<file path="src/rtl/program_loader_pkg.sv">
`default_nettype none
// ============================================================================
//  Module  : program_loader_pkg
//  Brief   : State codes, state type and shared helpers for the program loader.
//  Rev     : 1.0  initial release
// ============================================================================
package program_loader_pkg;

    localparam int LD_STATE_W = 3;

    localparam logic [LD_STATE_W-1:0] LD_LEN  = 3'd0;
    localparam logic [LD_STATE_W-1:0] LD_DATA = 3'd1;
    localparam logic [LD_STATE_W-1:0] LD_CSUM = 3'd2;
    localparam logic [LD_STATE_W-1:0] LD_FILL = 3'd3;
    localparam logic [LD_STATE_W-1:0] LD_DONE = 3'd4;
    localparam logic [LD_STATE_W-1:0] LD_ERR  = 3'd5;

    typedef enum logic [LD_STATE_W-1:0] {
        ST_LEN  = LD_LEN,
        ST_DATA = LD_DATA,
        ST_CSUM = LD_CSUM,
        ST_FILL = LD_FILL,
        ST_DONE = LD_DONE,
        ST_ERR  = LD_ERR
    } ld_state_e;

    // States in which the loader consumes stream bytes.
    function automatic logic is_rx_state(input ld_state_e s);
        return (s == ST_LEN) || (s == ST_DATA) || (s == ST_CSUM);
    endfunction

endpackage
`default_nettype wire

</file>
<file path="src/rtl/loader_csum.sv">
`default_nettype none
// ============================================================================
//  Module  : loader_csum
//  Brief   : 8-bit modular accumulator with clear, add-enable and compare.
//            Only built when CHECKSUM_EN is defined.
//  Rev     : 1.0  initial release
// ============================================================================
`ifdef CHECKSUM_EN
module loader_csum (
    input  logic       clk,
    input  logic       rst_n,
    input  logic       clr,
    input  logic       add_en,
    input  logic [7:0] add_data,
    input  logic [7:0] cmp_data,
    output logic       match
);

    logic [7:0] sum_q;
    logic [7:0] sum_d;

    always_comb begin
        sum_d = sum_q;
        if (clr) begin
            sum_d = '0;
        end else if (add_en) begin
            sum_d = sum_q + add_data;
        end
    end

    always_ff @(posedge clk or negedge rst_n) begin
        if (!rst_n) begin
            sum_q <= '0;
        end else begin
            sum_q <= sum_d;
        end
    end

    assign match = (cmp_data == sum_q);

endmodule
`endif
`default_nettype wire

</file>
<file path="src/rtl/program_loader.sv">
`default_nettype none
// ============================================================================
//  Module  : program_loader
//  Brief   : Streams a length-prefixed program image into instruction memory,
//            zero-fills the rest and releases the core once complete.
//            Optional feature macro: CHECKSUM_EN (trailing checksum byte).
//  Rev     : 1.0  initial release
// ============================================================================
module program_loader
    import program_loader_pkg::*;
#(
    parameter int BITS        = 8,
    parameter int MEMORY_BITS = 8,
    parameter int MEMORY_SIZE = 256
) (
    input  logic                   clk,
    input  logic                   rst_n,
    input  logic                   in_valid,
    input  logic [7:0]             in_data,
    output logic                   in_ready,
    output logic                   im_we,
    output logic [BITS-1:0]        im_addr,
    output logic [MEMORY_BITS-1:0] im_wdata,
    output logic                   cpu_run,
    output logic                   load_done,
    output logic                   load_err
);

    // One extra bit so the counter can hold MEMORY_SIZE itself.
    localparam int               CNT_W      = BITS + 1;
    localparam logic [CNT_W-1:0] C_MEM_SIZE = CNT_W'(MEMORY_SIZE);
    localparam logic [CNT_W-1:0] C_ONE      = CNT_W'(1);

    ld_state_e              state_q, state_d;
    logic [CNT_W-1:0]       cnt_q, cnt_d;
    logic [CNT_W-1:0]       len_q, len_d;
    logic                   we_q, we_d;
    logic [BITS-1:0]        addr_q, addr_d;
    logic [MEMORY_BITS-1:0] wdata_q, wdata_d;
    logic                   done_q, done_d;

    logic                   accept;
    logic [CNT_W-1:0]       cnt_inc;

    assign in_ready = is_rx_state(state_q);
    assign accept   = in_valid & in_ready;
    assign cnt_inc  = cnt_q + C_ONE;

`ifdef CHECKSUM_EN
    logic csum_ok;
    logic err_q, err_d;

    loader_csum u_csum (
        .clk      (clk),
        .rst_n    (rst_n),
        .clr      (state_q == ST_LEN),
        .add_en   (accept && (state_q == ST_DATA)),
        .add_data (in_data),
        .cmp_data (in_data),
        .match    (csum_ok)
    );

    assign err_d = err_q | (state_q == ST_ERR);

    always_ff @(posedge clk or negedge rst_n) begin
        if (!rst_n) begin
            err_q <= 1'b0;
        end else begin
            err_q <= err_d;
        end
    end

    assign load_err = err_q;
`else
    assign load_err = 1'b0;
`endif

    always_comb begin
        state_d = state_q;
        cnt_d   = cnt_q;
        len_d   = len_q;
        we_d    = 1'b0;
        addr_d  = '0;
        wdata_d = '0;
        // Done is registered from the DONE state so it trails the last write by a cycle.
        done_d  = done_q | (state_q == ST_DONE);

        case (state_q)
            ST_LEN: begin
                if (accept) begin
                    len_d   = (in_data == 8'd0) ? C_MEM_SIZE : CNT_W'(in_data);
                    cnt_d   = '0;
                    state_d = ST_DATA;
                end
            end
            ST_DATA: begin
                if (accept) begin
                    we_d    = 1'b1;
                    addr_d  = cnt_q[BITS-1:0];
                    wdata_d = MEMORY_BITS'(in_data);
                    cnt_d   = cnt_inc;
                    if (cnt_inc == len_q) begin
`ifdef CHECKSUM_EN
                        state_d = ST_CSUM;
`else
                        state_d = (cnt_inc == C_MEM_SIZE) ? ST_DONE : ST_FILL;
`endif
                    end
                end
            end
`ifdef CHECKSUM_EN
            ST_CSUM: begin
                if (accept) begin
                    if (csum_ok) begin
                        state_d = (cnt_q == C_MEM_SIZE) ? ST_DONE : ST_FILL;
                    end else begin
                        state_d = ST_ERR;
                    end
                end
            end
`endif
            ST_FILL: begin
                we_d    = 1'b1;
                addr_d  = cnt_q[BITS-1:0];
                wdata_d = '0;
                cnt_d   = cnt_inc;
                if (cnt_inc == C_MEM_SIZE) begin
                    state_d = ST_DONE;
                end
            end
            ST_DONE: begin
                state_d = ST_DONE;
            end
            ST_ERR: begin
                state_d = ST_ERR;
            end
            default: begin
                state_d = ST_LEN;
            end
        endcase
    end

    always_ff @(posedge clk or negedge rst_n) begin
        if (!rst_n) begin
            state_q <= ST_LEN;
            cnt_q   <= '0;
            len_q   <= '0;
            we_q    <= 1'b0;
            addr_q  <= '0;
            wdata_q <= '0;
            done_q  <= 1'b0;
        end else begin
            state_q <= state_d;
            cnt_q   <= cnt_d;
            len_q   <= len_d;
            we_q    <= we_d;
            addr_q  <= addr_d;
            wdata_q <= wdata_d;
            done_q  <= done_d;
        end
    end

    assign im_we     = we_q;
    assign im_addr   = addr_q;
    assign im_wdata  = wdata_q;
    assign load_done = done_q;
    assign cpu_run   = done_q;

endmodule
`default_nettype wire
</file>
<file path="config.mk">
export PLATFORM = sky130hd
export DESIGN_NAME = program_loader
export DESIGN_NICKNAME = d
export VERILOG_FILES = /design/src/rtl/program_loader_pkg.sv /design/src/rtl/loader_csum.sv /design/src/rtl/program_loader.sv
export SDC_FILE = /design/constraint.sdc
export NUM_CORES = 1
export LEC_CHECK = 0
export ABC_AREA = 1
export BUFFER_PORTS_ARGS = -buffer_cell sky130_fd_sc_hd__buf_2
export CELL_PAD_IN_SITES_DETAIL_PLACEMENT = 0
export CELL_PAD_IN_SITES_GLOBAL_PLACEMENT = 2
export CORE_UTILIZATION = 36
export CTS_BUF_LIST = sky130_fd_sc_hd__clkbuf_8
export CTS_CLUSTER_DIAMETER = 150
export DETAILED_ROUTE_END_ITERATION = 16
export HOLD_SLACK_MARGIN = 0.05
export MAX_ROUTING_LAYER = met4
export PLACE_DENSITY_LB_ADDON = 0.05
export SLEW_MARGIN = 10
export SYNTH_ARGS = -nofsm -noshare
export SYNTH_HDL_FRONTEND = slang
export SYNTH_SLANG_ARGS = --single-unit
</file>
<file path="constraint.sdc">
create_clock -name clk -period 3.92 [get_ports clk]
set_input_delay 0.196 -clock clk [delete_from_list [all_inputs] [get_ports clk]]
set_output_delay 0.196 -clock clk [all_outputs]
set_load 0.005 [all_outputs]
</file>
### Word-level counts from Yosys, hierarchy flattened

Index checks and enable logic that the tools add are counted.

| storage, ports and cells | value |
|---|---|
| register bits | 39 |

| cells by class | value |
|---|---|
| $add $sub $neg | 1 |
| equal/unequal tests | 11 |
| multiplexer cells | 16 |
| bitwise gates (word level) | 2 |
| reduce and logical (&&, ||, !) cells | 8 |

Operators by type and width:

| cell | count |
|---|---|
| $mux 9 | 3 |
| $pmux 9 s3 | 1 |
| $mux 8 | 3 |
| $pmux 8 s2 | 1 |
| $mux 3 | 5 |
| $pmux 3 s5 | 1 |
| $add 9x1->9 const B | 1 |
| $eq 9x9->1 | 1 |
| $eq 9x9->1 const B | 1 |
| $logic_not 8->1 | 1 |
| $eq 3x2->1 const B | 2 |
| $eq 3x3->1 const B | 2 |
| $ne 2x2->1 const B | 3 |
| $reduce_and 4->1 | 1 |
| $eq 3x1->1 const B | 1 |
| $logic_not 3->1 | 1 |
| $reduce_and 3->1 | 1 |
| $reduce_bool 3->1 | 1 |
| $logic_or 1x1->1 | 2 |
| $ne 2x1->1 const B | 1 |
| $pmux 1 s2 | 1 |
| $reduce_and 2->1 | 1 |
| $and 1x1->1 | 1 |
| $mux 1 | 1 |
| $or 1x1->1 | 1 |

### Logic depth before layout (Yosys ltp)

| logic depth | value |
|---|---|
| depth after elaboration | 6 |
| mapped depth | 14 |

### Worst setup path after synthesis

No wires, ideal clock.

| timing | value |
|---|---|
| kind | flip-flop to flip-flop |
| from | reg cnt_q[0] |
| to | reg state_q[0] |
| setup time | 0.116 ns |
| arrival | 1.560 ns |
| required time | 3.804 ns |
| path slack | 2.244 ns |
| cell stages (with the launch flop) | 12 |
| cell sequence | dfrtp_1 -> ha_1 -> inv_1 -> nand2_1 -> nand2_1 -> nand2_1 -> nor3_2 -> nand3_2 -> a21oi_4 -> nand2_2 -> nand2_1 -> nand2_1 |

| on the way | value |
|---|---|
| longest elaborated chain between the ends | 6 |
| elaborated cells on any way between the ends | 10 |
| classes of those cells | add/sub (1); eq/ne (4); mux (4); reduce/logical (1) |

Ends and longest elaborated chain:

| element | RTL line | source |
|---|---|---|
| start, declared | program_loader.sv:35 | `logic [CNT_W-1:0] cnt_q, cnt_d;` |
| start signal, assigned | program_loader.sv:154 | `cnt_q <= cnt_d;` |
| $add 9x1->9 * | program_loader.sv:47 | `assign cnt_inc = cnt_q + C_ONE;` |
| $eq 9x9->1 | program_loader.sv:106, program_loader.sv:127 |  |
| $mux 3 | program_loader.sv:106 | `state_d = (cnt_inc == C_MEM_SIZE) ? ST_DONE : ST_FILL;` |
| $mux 3 | program_loader.sv:102 | `if (cnt_inc == len_q) begin` |
| $mux 3 | program_loader.sv:97 | `if (accept) begin` |
| $pmux 3 s5 | program_loader.sv:88 | `case (state_q)` |
| end signal, assigned | program_loader.sv:153 | `state_q <= state_d;` |
| end, declared | program_loader.sv:34 | `ld_state_e state_q, state_d;` |

Mark *: on every way between the ends. The rest lies on a longest branch, timed or not. The select of a mux whose other input is x is not followed.
A chain may end at the register's enable or synchronous reset.

### Final worst setup path

Ends and elaborated chain as after synthesis.

==> flow_metrics.py <==
metrics = {
    "run_status": {
        "outcome": "finished, final reports clean",
    },
    "routing": {
        "routed_wl_um": 4060,
        "wire_per_inst_um": 12.5,
        "drt-initial-drc-count": 52,
        "firstDrtPassIters": 4,
        "vias_per_cell": 4.54,
        "num_vias": 1477,
        "drc": 0,
        "ant_nets": 0,
    },
    "placement": {
        "io_buffers": 30,
        "gp_congestion": 0.789,
        "post-dp-hpwl_um": 2980,
        "dp.cells": 317,
    },
    "setup_path": {
        "slowest_delay_ns": 0.47,
        "path_common_cell": "nand2_2",
        "crit_arrival_ns": 2.13,
        "critPathLaunch": "cnt_q[0]",
        "cp-end-kind": "flip-flop",
        "critPathSlowestCell": "dfrtp_1",
        "cp.required_ns": 4.11,
        "cp-start-kind": "flip-flop",
        "r2r_start": "cnt_q[0]",
        "path_max_fanout": 7,
        "worstPathCellList": "ha_1 -> nand2_2 -> nor2_2 -> nand2_1 -> nand2_2 -> nand2_2 -> nor2_2 -> nand3_2 -> a21oi_4 -> nand2_2 -> nand2_1 -> nand2_1",
        "crit_type": "reg2reg",
    },
    "finish": {
        "multi_input_area_um2": 741,
        "post_layout_nonfiller_instances": 325,
        "layout-drive-gt1-share_pct": 22.9,
        "final_common_cell": "nand2_1",
        "seq_area_um2": 976,
        "n_fill_cell": 521,
        "area_delta_synth_final_pct": 16.1,
        "mostFrequentLayoutCells": "54 x nand2_1, 39 x dfrtp_1, 33 x nor2_1",
        "antenna_cells": 0,
        "final_nets": 270,
        "final_util_pct": 44.4,
    },
    "yosys": {
        "syn_area_um2": 1850,
        "yosysSeqAreaShare_pct": 52.7,
        "post_synth.cell_area_avg_um2": 8.27,
        "synth_seq_cells": 39,
        "synth_cells": 224,
        "yosys_warnings": 0,
        "syn_nets": 237,
        "ys_types": 27,
    },
    "global_routing": {
        "grt_pass1_wl_um": 6910,
        "first_global_vias": 1476,
        "antenna_found_initial": 0,
        "grt_usage_pct": 17.5,
        "grt_max_degree": 40,
        "overflow": 0,
    },
    "pwr": {
        "p_leak_nw": 1.10,
        "ir_drop_v": 0.000255,
        "p_per_area_nw_per_um2": 604,
        "power.share.switching_pct": 39.4,
        "power.switching_uw": 513,
        "seq_power_share_pct": 43.7,
        "pwr-share-comb_pct": 35.2,
        "power_frac_clock_pct": 21.0,
        "power_mw": 1.30,
        "p_int_uw": 787,
    },
    "clocking": {
        "cts_resized": 0,
        "cts_tree": "yes",
        "post-cts-setup-buffers": 0,
        "path_clk_slew_ns": 0.08,
        "clock_latency_ns": 0.29,
        "cts_htree_levels": 2,
        "clock-sinks": 39,
        "clock_tree.buffer_depth": 2,
        "cts_root_buf": "clkbuf_8",
        "cts_buffers": 5,
        "cts_hold_buf": 0,
    },
    "sta": {
        "rsz0062_at_grt": "no",
        "hold_viol_final": 0,
        "max_freq_ghz": 0.514,
        "tns_ns": 0,
        "fin_crit_sh_pct": 49.6,
        "finClkSkew_ns": 0.00446,
        "finalCriticalPeriod_ns": 1.95,
        "relSlewSlack_pct": 41.4,
        "slew_viol_final": 0,
        "worst_slew_pin_slew_ns": 0.879,
        "finalSetupViolations": 0,
    },
    "floorplan": {
        "dieArea_um2": 5440,
        "die_w_um": 73.7,
        "ios": 32,
        "core_um2": 4850,
        "rows": 25,
        "die_h_um": 73.7,
        "initial_utilization_pct": 38.2,
    },
    "run": {
        "max-cap-violations": 0,
    },
    "worst_hold_path": {
        "hold_class": "in2async",
    },
}
worst max-delay path, delay by kind of cell (launching register included):
family / cells / cell delay, ns
AO/OA/AOI/OAI: 1 / 0.20
AND/OR/NAND/NOR: 10 / 0.87
flip-flops: 1 / 0.47
adder cells (fa/ha/maj): 1 / 0.27
stage by stage:
step / setup WS (ns) / cell area (µm²) / hold WS, ns
6_report: 1.97 / 2150 / 0.0180
5_1_grt: 1.72 / 2150 / 0.0809
4_1_cts: 1.95 / 2150 / 0.0574
3_5_place_dp: 1.96 / 2060 / 0.376
3_3_place_gp: 1.96 / 2060 / 0.371
2_1_floorplan: 2.24 / 1850 / -0.0996
path summary, 6_finish.rpt:
path                                     to  slack (ns)  cells after the start
worst max register to register   state_q[0]        1.97                     12
max in group asynchronous       im_wdata[2]        3.36                      1
worst min register to register   state_q[0]        0.48                      2
worst max-delay path             state_q[0]        1.97                     12
min in group clk                   len_q[8]        0.09                      2
worst min-delay path             im_addr[5]        0.02                      1
state kept, by name, summed over array words and instances (netlist names):
| signal | flops |
|---|---|
| im_addr | 8 |
| im_wdata | 8 |
| len_q | 9 |
| im_we | 1 |
| cnt_q | 9 |
| state_q | 3 |
| cpu_run | 1 |
cell type report:
type | instances | share of cell area, %
Clock buffer | 5 | 3.20
Clock inverter | 3 | 0.930
Inverter | 30 | 5.23
Multi-Input combinational cell | 151 | 34.4
Sequential cell | 39 | 45.3
Tap cell | 67 | 3.90
Timing Repair Buffer | 30 | 6.98
layer usage:
layer	GRT usage (%)	share of wire, %
met1	22.5	50
met2	27.3	45
met3	4.53	3.7
met4	4.91	0.79
met5	-	0
cells in the mapped netlist (all sizes together):
master / number / share of area (%)
a21oi: 2 / 1.4
inv: 30 / 6.1
nand2: 64 / 14
nand4: 1 / 0.34
xor2: 1 / 0.47
o22ai: 4 / 1.4
o21bai: 1 / 0.41
o41ai: 1 / 0.47
nand3: 14 / 4.1
nor2: 37 / 8.3
buf: 3 / 1.1
nor3: 1 / 0.54
conb: 1 / 0.20
nand3b: 5 / 2.0
ha: 2 / 1.4
clkbuf: 1 / 0.20
o21ai: 17 / 4.8
dfrtp: 39 / 53
logic make-up after synthesis:
family / share of synthesized area (%)
compound gates: 8.37
xor+xnor: 0.473
fa+ha+maj: 1.35
buf+inv: 7.36
flops: 52.7
other cells: 0.202
simple gates: 29.6
power by group through the flow:
stage	combinational [mW]	clock, mW	sequential, mW
final	0.458	0.273	0.568
after floorplan	0.333	0	0.564
after global placement	0.463	0	0.576
after detailed placement	0.463	0	0.578
after global routing	0.544	0.299	0.583
after CTS	0.465	0.283	0.571
No activity file was read; power rests on OpenSTA's default activity.
